File: config.mk
export PLATFORM = sky130hd
export DESIGN_NAME = matmul_sequencer
export DESIGN_NICKNAME = d
export VERILOG_FILES = /design/src/rtl/matmul_sequencer_pkg.sv /design/src/rtl/matmul_addr_gen.sv /design/src/rtl/matmul_sequencer.sv
export SDC_FILE = /design/constraint.sdc
export NUM_CORES = 1
export LEC_CHECK = 0
export CORE_MARGIN = 8
export CORE_UTILIZATION = 30
export CTS_BUF_LIST = sky130_fd_sc_hd__clkbuf_2
export DETAILED_ROUTE_END_ITERATION = 8
export GPL_ROUTABILITY_DRIVEN = 0
export GPL_TIMING_DRIVEN = 0
export PLACE_DENSITY = 0.61
export SLEW_MARGIN = 25
export SYNTH_ARGS = -nofsm -noshare
export SYNTH_HDL_FRONTEND = slang
export SYNTH_HIERARCHICAL = 1
export SYNTH_SLANG_ARGS = --single-unit
File: constraint.sdc
create_clock -name clk -period 3.2 [get_ports clk]
set_input_delay 0.64 -clock clk [delete_from_list [all_inputs] [get_ports clk]]
set_output_delay 0.64 -clock clk [all_outputs]
set_load 0.01 [all_outputs]
File: src/rtl/matmul_sequencer_pkg.sv
// Shared types and constants for the matmul start/done sequencer.
// The state encoding is shared so every file agrees on it.
package matmul_sequencer_pkg;

    typedef enum logic [2:0] {
        ST_IDLE  = 3'd0,
        ST_CLEAR = 3'd1,
        ST_FEED  = 3'd2,
        ST_DRAIN = 3'd3,
        ST_DONE  = 3'd4
    } state_t;

    localparam state_t RESET_STATE = ST_IDLE;
    localparam logic   RESET_OUT   = 1'b0;

    localparam int NUM_OPERANDS = 2;
    localparam int OPERAND_A    = 0;
    localparam int OPERAND_B    = 1;

    // The skew of the systolic array takes 2*N-1 cycles to flush.
    function automatic int drain_cycles(input int mat_size);
        return 2 * mat_size - 1;
    endfunction

    function automatic logic is_busy(input state_t s);
        return (s == ST_CLEAR) || (s == ST_FEED) || (s == ST_DRAIN);
    endfunction

endpackage

File: src/rtl/matmul_addr_gen.sv
// Operand address generator: loads base and stride, then adds the stride
// once per step. The sum wraps naturally at the address width.
module matmul_addr_gen
    import matmul_sequencer_pkg::*;
#(
    parameter int ADDR_WIDTH = 10
) (
    input  logic                  clk,
    input  logic                  reset,
    input  logic                  load,
    input  logic                  step,
    input  logic [ADDR_WIDTH-1:0] base,
    input  logic [ADDR_WIDTH-1:0] stride,
    output logic [ADDR_WIDTH-1:0] addr
);

    logic [ADDR_WIDTH-1:0] addr_reg;
    logic [ADDR_WIDTH-1:0] stride_reg;
    logic [ADDR_WIDTH-1:0] addr_next;
    logic [ADDR_WIDTH-1:0] stride_next;

    always_comb begin
        addr_next   = addr_reg;
        stride_next = stride_reg;
        if (load) begin
            addr_next   = base;
            stride_next = stride;
        end else if (step) begin
            addr_next = addr_reg + stride_reg;
        end
    end

    always_ff @(posedge clk or posedge reset) begin
        if (reset) begin
            addr_reg   <= '0;
            stride_reg <= '0;
        end else begin
            addr_reg   <= addr_next;
            stride_reg <= stride_next;
        end
    end

    assign addr = addr_reg;

endmodule

File: src/rtl/matmul_sequencer.sv
// Responder side of the controller start/done handshake: clears the array,
// streams A/B operand addresses over K, waits out the skew, then reports done.
module matmul_sequencer
    import matmul_sequencer_pkg::*;
#(
    parameter int MAT_SIZE   = 4,
    parameter int ADDR_WIDTH = 10,
    parameter int CNT_WIDTH  = 8
) (
    input  logic                  clk,
    input  logic                  reset,
    input  logic                  start_mat_mul,
    input  logic [ADDR_WIDTH-1:0] address_mat_a,
    input  logic [ADDR_WIDTH-1:0] address_mat_b,
    input  logic [ADDR_WIDTH-1:0] address_stride_a,
    input  logic [ADDR_WIDTH-1:0] address_stride_b,
    input  logic [CNT_WIDTH-1:0]  num_k,
    output logic [ADDR_WIDTH-1:0] a_addr,
    output logic                  a_en,
    output logic [ADDR_WIDTH-1:0] b_addr,
    output logic                  b_en,
    output logic                  clear_acc,
    output logic                  busy,
    output logic                  done_mat_mul
);

    localparam int DRAIN_CYCLES = drain_cycles(MAT_SIZE);
    localparam int DRAIN_W      = (DRAIN_CYCLES > 1) ? $clog2(DRAIN_CYCLES) : 1;
    localparam logic [DRAIN_W-1:0]   DRAIN_LAST = DRAIN_W'(DRAIN_CYCLES - 1);
    localparam logic [DRAIN_W-1:0]   DRAIN_ONE  = DRAIN_W'(1);
    localparam logic [CNT_WIDTH-1:0] CNT_ONE    = CNT_WIDTH'(1);

    state_t                 state_reg, state_next;
    logic [CNT_WIDTH-1:0]   k_reg, k_next;
    logic [CNT_WIDTH-1:0]   num_k_reg, num_k_next;
    logic [DRAIN_W-1:0]     drain_reg, drain_next;
    logic                   addr_load;
    logic                   addr_step;

    logic                   clear_acc_reg;
    logic                   busy_reg;
    logic                   done_reg;

    // Next-state logic. Withdrawing the request aborts any active phase.
    always_comb begin
        state_next = state_reg;
        k_next     = k_reg;
        num_k_next = num_k_reg;
        drain_next = drain_reg;
        addr_load  = 1'b0;
        addr_step  = 1'b0;
        case (state_reg)
            ST_IDLE: begin
                if (start_mat_mul) begin
                    state_next = ST_CLEAR;
                end
            end
            ST_CLEAR: begin
                if (!start_mat_mul) begin
                    state_next = ST_IDLE;
                end else begin
                    state_next = ST_FEED;
                    addr_load  = 1'b1;
                    k_next     = '0;
                    num_k_next = (num_k == '0) ? CNT_ONE : num_k;
                end
            end
            ST_FEED: begin
                if (!start_mat_mul) begin
                    state_next = ST_IDLE;
                end else if (k_reg == num_k_reg - CNT_ONE) begin
                    state_next = ST_DRAIN;
                    drain_next = '0;
                end else begin
                    k_next    = k_reg + CNT_ONE;
                    addr_step = 1'b1;
                end
            end
            ST_DRAIN: begin
                if (!start_mat_mul) begin
                    state_next = ST_IDLE;
                end else if (drain_reg == DRAIN_LAST) begin
                    state_next = ST_DONE;
                end else begin
                    drain_next = drain_reg + DRAIN_ONE;
                end
            end
            ST_DONE: begin
                // Only a withdrawn request leaves DONE, so a held request cannot re-run.
                if (!start_mat_mul) begin
                    state_next = ST_IDLE;
                end
            end
            default: begin
                state_next = ST_IDLE;
            end
        endcase
    end

    // Outputs are registered from the next state so they line up with it.
    always_ff @(posedge clk or posedge reset) begin
        if (reset) begin
            state_reg     <= RESET_STATE;
            k_reg         <= '0;
            num_k_reg     <= '0;
            drain_reg     <= '0;
            clear_acc_reg <= RESET_OUT;
            busy_reg      <= RESET_OUT;
            done_reg      <= RESET_OUT;
        end else begin
            state_reg     <= state_next;
            k_reg         <= k_next;
            num_k_reg     <= num_k_next;
            drain_reg     <= drain_next;
            clear_acc_reg <= (state_next == ST_CLEAR);
            busy_reg      <= is_busy(state_next);
            done_reg      <= (state_next == ST_DONE);
        end
    end

    logic [ADDR_WIDTH-1:0] base_sel   [NUM_OPERANDS];
    logic [ADDR_WIDTH-1:0] stride_sel [NUM_OPERANDS];
    logic [ADDR_WIDTH-1:0] addr_out   [NUM_OPERANDS];
    logic                  en_out     [NUM_OPERANDS];

    assign base_sel[OPERAND_A]   = address_mat_a;
    assign base_sel[OPERAND_B]   = address_mat_b;
    assign stride_sel[OPERAND_A] = address_stride_a;
    assign stride_sel[OPERAND_B] = address_stride_b;

    for (genvar gi = 0; gi < NUM_OPERANDS; gi++) begin : g_operand
        logic en_reg;

        matmul_addr_gen #(
            .ADDR_WIDTH(ADDR_WIDTH)
        ) u_addr_gen (
            .clk    (clk),
            .reset  (reset),
            .load   (addr_load),
            .step   (addr_step),
            .base   (base_sel[gi]),
            .stride (stride_sel[gi]),
            .addr   (addr_out[gi])
        );

        always_ff @(posedge clk or posedge reset) begin
            if (reset) begin
                en_reg <= RESET_OUT;
            end else begin
                en_reg <= (state_next == ST_FEED);
            end
        end

        assign en_out[gi] = en_reg;
    end

    assign a_addr       = addr_out[OPERAND_A];
    assign b_addr       = addr_out[OPERAND_B];
    assign a_en         = en_out[OPERAND_A];
    assign b_en         = en_out[OPERAND_B];
    assign clear_acc    = clear_acc_reg;
    assign busy         = busy_reg;
    assign done_mat_mul = done_reg;

endmodule

* After elaboration in Yosys (flattened, before gate mapping)
Index checks and enable logic that the tools add are counted.
** Storage, ports and cells
- Output and inout port bits :: 25
- Logic and storage cells :: 70
- Bits of input ports :: 51
- Bits in registers :: 66
** Operators by class
- Reductions and logical operators :: 10
- Multiplexer cells :: 27
- Add/subtract/negate cells :: 5
- Eq/ne operators :: 16
** Operators with widths (count)
- 10-bit two-way mux :: 4
- 8-bit two-way mux :: 4
- 3-bit two-way mux :: 10
- 10-bit adder :: 2
- 8-bit case mux with 2 select lines :: 1
- 3-bit case mux with 5 select lines :: 1
- 3-bit by 2-bit equality test with 1-bit output (second input constant) :: 4
- 2-bit inequality test (second input constant) :: 6
- 3-bit equality test (second input constant) :: 3
- 8-bit by 1-bit adder with 8-bit output (second input constant) :: 1
- 8-bit equality test :: 1
- 8-bit zero test :: 1
- 8-bit by 1-bit subtractor with 8-bit output (second input constant) :: 1
- 3-bit by 1-bit equality test with 1-bit output (second input constant) :: 2
- 3-bit case mux with 2 select lines :: 1
- 2-bit nonzero test :: 3
- 1-bit two-way mux :: 5
- 5-bit AND reduction :: 1
- 4-bit AND reduction :: 1
- 3-bit by 1-bit adder with 3-bit output (second input constant) :: 1
- 3-bit zero test :: 1
- 1-bit logical OR :: 2
- 2-bit two-way mux :: 1
- 2-bit AND reduction :: 1

* Longest topological paths before layout
- Depth after elaboration :: 8
- Mapped depth :: 12
- Depth with buffers taken out :: 11

* Hierarchy
The synthesis kept the hierarchy.
** Modules (own cells, without submodules)
- matmul_sequencer :: sequential area each 650.6 um^2, times used 1, cells an instance 173, area each 1565.3 um^2
- matmul_addr_gen (g_operand[1].u_addr_gen) :: sequential area each 500.5 um^2, times used 1, cells an instance 121, area each 1239.9 um^2
- matmul_addr_gen (g_operand[0].u_addr_gen) :: sequential area each 500.5 um^2, times used 1, cells an instance 120, area each 1234.9 um^2

* Worst setup path after synthesis
OpenSTA, ideal clock, no wires.
- Path type :: in2reg
- From :: input start_mat_mul
- To :: register g_operand[0].u_addr_gen.stride_reg[0]
- Path slack :: 730 ps
- Data required time :: 3075 ps
- Arrival time :: 2345 ps
- Stages :: 8
- Buffers on the path :: 4
- Library setup time :: 125 ps
- Cells stage by stage :: nand2b_1 > or2_1 > clkbuf_1 > inv_1 > clkbuf_1 > buf_2 > buf_1 > mux2_2
** On the way
- Word-level cells in the longest chain between the ends :: 2
** Ends and longest elaborated chain
- start: declaration :: RTL line matmul_sequencer.sv:12 : input logic start_mat_mul,
- 1-bit two-way mux :: RTL line matmul_sequencer.sv:59 : if (!start_mat_mul) begin
- 1-bit two-way mux :: RTL line matmul_sequencer.sv:52 : case (state_reg)
- net addr_load :: RTL line matmul_sequencer.sv:37 : logic addr_load;
- end signal: assignment :: RTL line matmul_addr_gen.sv:39 : stride_reg <= stride_next;
- end: declaration :: RTL line matmul_addr_gen.sv:18 : logic [ADDR_WIDTH-1:0] stride_reg;
The timed path passes the listed nets, and every way through them passes these cells.
A chain may end at the register's enable or synchronous reset.

* Final worst setup path
- From :: input start_mat_mul
- To :: register g_operand[0].u_addr_gen.addr_reg[8]
** On the way
- Word-level cells in the longest chain between the ends :: 3
- Elaborated cells on any way between the ends :: 6
- Classes of those cells :: 5 x mux; 1 x reduce/logical
** Ends and longest elaborated chain
- 1-bit two-way mux (*) :: RTL line matmul_sequencer.sv:59
- 1-bit two-way mux (*) :: RTL line matmul_sequencer.sv:52
- net addr_load :: RTL line matmul_sequencer.sv:37
- 10-bit two-way mux or 2-bit nonzero test (tied branches)
- end signal: assignment :: RTL line matmul_addr_gen.sv:38 : addr_reg <= addr_next;
- end: declaration :: RTL line matmul_addr_gen.sv:17 : logic [ADDR_WIDTH-1:0] addr_reg;
Mark *: on every way through the listed nets, which the timed path passes. The rest lies on a longest branch.

==> results.yml <==
clock_network:
  ctsLongestPathBuffers: 2
  postCtsSetupBuffers: 0
  cts_resized: 0
  clock_latency_ps: 520
  cts_inserted_buffers: 9
  hold_buffers: 0
  htreeDepth: 3
  cts_tree: "built"
  cts.sinks: 66
  clock-root-buffer: "clkbuf_2"
  path_clk_slew_ps: 180
finish:
  syn_to_final_growth_pct: 26.4
  antennaDiodeCount: 0
  final_nets: 574
  layout_common_cells: "clkdlybuf4s50_1 (75), dfrtp_1 (66), nand2_1 (58)"
  final_area_mm2: 0.00511
  final_common_cell: "clkdlybuf4s50_1"
  post-route-util: 0.387
  n_fill_cell: 1302
  drive_gt1_frac: 0.115
  layout.cells.non_filler: 679
critical_path:
  required_ps: 3630
  r2r_setup_slack_ps: 400
  endpoint_kind: "flip-flop"
  slowest_stage: "clkdlybuf4s50_1"
  worstPathArrival_ps: 3260
  path_class: "input pin to flip-flop"
  r2r-end: "g_operand[0].u_addr_gen/addr[8]$_DFFE_PP0P_"
  path_cells: "clkdlybuf4s50_1, nand2b_1, or2_1, clkbuf_1, inv_1, clkbuf_1, clkbuf_4, inv_2, nand2_1, o21ai_0, or3b_1"
  rr_startpoint: "state_reg[1]$_DFF_PP0_"
  reg2regPathDepth: 11
  path_max_fanout: 19
  crit_top_cell: "clkbuf_1"
  slowest_delay_ps: 500
  startpoint_type: "input pin"
power:
  p_comb_frac: 0.544
  seq_power_share: 0.341
  leakage_nw: 2.21
  power-per-cell-area_mw_per_mm2: 804
  p_switching_mw: 1.67
  p_clk_frac: 0.115
  p_int_mw: 2.44
  switching_share: 0.406
  peakVddDrop_mv: 0.332
global_route:
  grt_max_degree: 27
  antenna_found_initial: 0
  grt-ovfl-total: 0
  grt_util_all_layers: 0.125
  grt_first_pass_wirelength_um: 18000
  grt_pass1_vias: 3573
drt:
  wire_per_inst_um: 15.1
  finalWirelength_um: 10200
  ant_nets: 0
  drcViolationCount: 0
  via_per_inst: 4.94
  first_pass_iters: 4
  drtIter0Drc: 257
  via_count: 3355
placed_design:
  hpwl_um: 7690
  placed_area_mm2: 0.00501
  dp.cells: 665
  portBuffers: 75
timing:
  max_freq_mhz: 353
  tns_ps: 0
  hold_viol: 0
  rsz0062_at_grt: "false"
  timing.final.crit_period_ps: 2830
  setup_violations: 0
  maxSlewHeadroom: 0.470
  maxSlewViolCount: 0
  post-route-period-util: 0.885
  clock_skew_ps: 22.7
  worst_pin_slew_ps: 794
worst_hold_path:
  min-delay-start: "num_k_reg[7]$_DFFE_PP0P_"
  hold_depth: 2
  min_path_type: "flip-flop to flip-flop"
  worst_hold_path.endpoint: "num_k_reg[7]$_DFFE_PP0P_"
job:
  cap_violations: 0
logic_synthesis:
  avgSynthCellArea_um2: 9.76
  ys_async_sr_fraction: 1.00
  synth-edff-count: 0
  yosysUniqueCellTypes: 61
  syn_area_mm2: 0.00404
  ys_warn_count: 6
  synthCells: 414
  seq_area_frac_synth: 0.409
  synth_top_flop_cell: "dfrtp_1"
  synth-seq-cells: 66
  syn_nets: 489
die:
  core_mm2: 0.0132
  boundaryPins: 76
  rows: 42
  die_h_um: 132
  die_x_um: 132
  die_area_mm2: 0.0174
  start_util: 0.306
run_status:
  status: "complete, no violations"
-- worst max-delay path: cells and delay by family --
kind / cells / cell delay [ps]
buffers and inverters: 6 / 1690
and+or+nand+nor: 4 / 850
AOI/OAI and AO/OA: 1 / 60
-- power by group through the flow --
stage	clock, mW	sequential [mW]	combinational, mW
after detailed placement	0	1.42	2.24
after global routing	0.538	1.45	2.51
after global placement	0	1.40	2.19
after CTS	0.500	1.40	2.26
final	0.473	1.40	2.23
after floorplan	0	1.41	1.56
-- stage by stage --
step / setup WS, ps / power (mW) / hold slack, ps
global route: 110 / 4.50 / 559
global placement: -397 / 3.59 / 490
floorplan: 730 / 2.97 / 466
detailed placement: -408 / 3.65 / 482
finish: 367 / 4.10 / 529
CTS: 173 / 4.16 / 530
-- layout make-up --
class,count,area [um^2],area share
clock inverters,5,46.3,0.00906
inverters,14,52.6,0.0103
well taps,176,220,0.0431
flip-flops and latches,66,1650,0.323
clock buffers,10,50.0,0.00980
repair buffers,75,751,0.147
plain buffers,17,86.3,0.0169
multi-input cells,316,2250,0.440
-- how the worst max path moves through the flow --
| stage | cells after the start | start | to | slack [ps] |
|---|---|---|---|---|
| final | 11 | start_mat_mul | g_operand[0].u_addr_gen/addr[8]$_DFFE_PP0P_ | 370 |
| after floorplan | 8 | start_mat_mul | g_operand[0].u_addr_gen/stride_reg[0]$_DFFE_PP0P_ | 730 |
| after global placement | 9 | start_mat_mul | g_operand[1].u_addr_gen/stride_reg[4]$_DFFE_PP0P_ | -400 |
| after CTS | 9 | state_reg[1]$_DFF_PP0_ | g_operand[1].u_addr_gen/stride_reg[0]$_DFFE_PP0P_ | 170 |
| after detailed placement | 9 | start_mat_mul | g_operand[1].u_addr_gen/stride_reg[2]$_DFFE_PP0P_ | -410 |
| after global routing | 11 | state_reg[1]$_DFF_PP0_ | g_operand[0].u_addr_gen/addr[8]$_DFFE_PP0P_ | 110 |
-- cells by family after synthesis --
group / after synthesis / synth area share
xor gates and xnor gates: 19 / 0.0430
and+or+nand+nor: 140 / 0.176
muxes: 35 / 0.0929
buffers and inverters: 32 / 0.0344
adders and majority gates: 24 / 0.0780
DFF: 66 / 0.409
AOI/OAI and AO/OA: 98 / 0.167
-- routing by layer --
layer  GRT usage  routed length (um)
met2       0.203                4720
met4      0.0300                 104
met1       0.152                4740
met5           0                   0
met3      0.0499                 672
-- Yosys cell counts, types with 3 or more instances --
library cell  count  share of area
ha_1             22          0.068
nor2b_1           9          0.014
a21oi_1          19          0.024
a21o_1           12          0.022
inv_1            12          0.011
xor2_1            8          0.017
o21ai_1           7         0.0087
nand3_1          12          0.015
nand2_1          58          0.054
o22a_1            5          0.011
nor3_1           11          0.014
nor3b_1           3         0.0056
xnor2_1          10          0.022
nor2_1           18          0.017
a22o_1            3         0.0065
clkbuf_1          8         0.0074
buf_2             6         0.0074
mux2_2           20          0.056
a31o_1            3         0.0065
a22oi_1           3         0.0056
and3b_1           3         0.0065
mux2i_1          15          0.037
o21ai_0          22          0.027
dfrtp_1          66           0.41
nand2b_1          6         0.0093
Power figures use the tool's default switching activity.
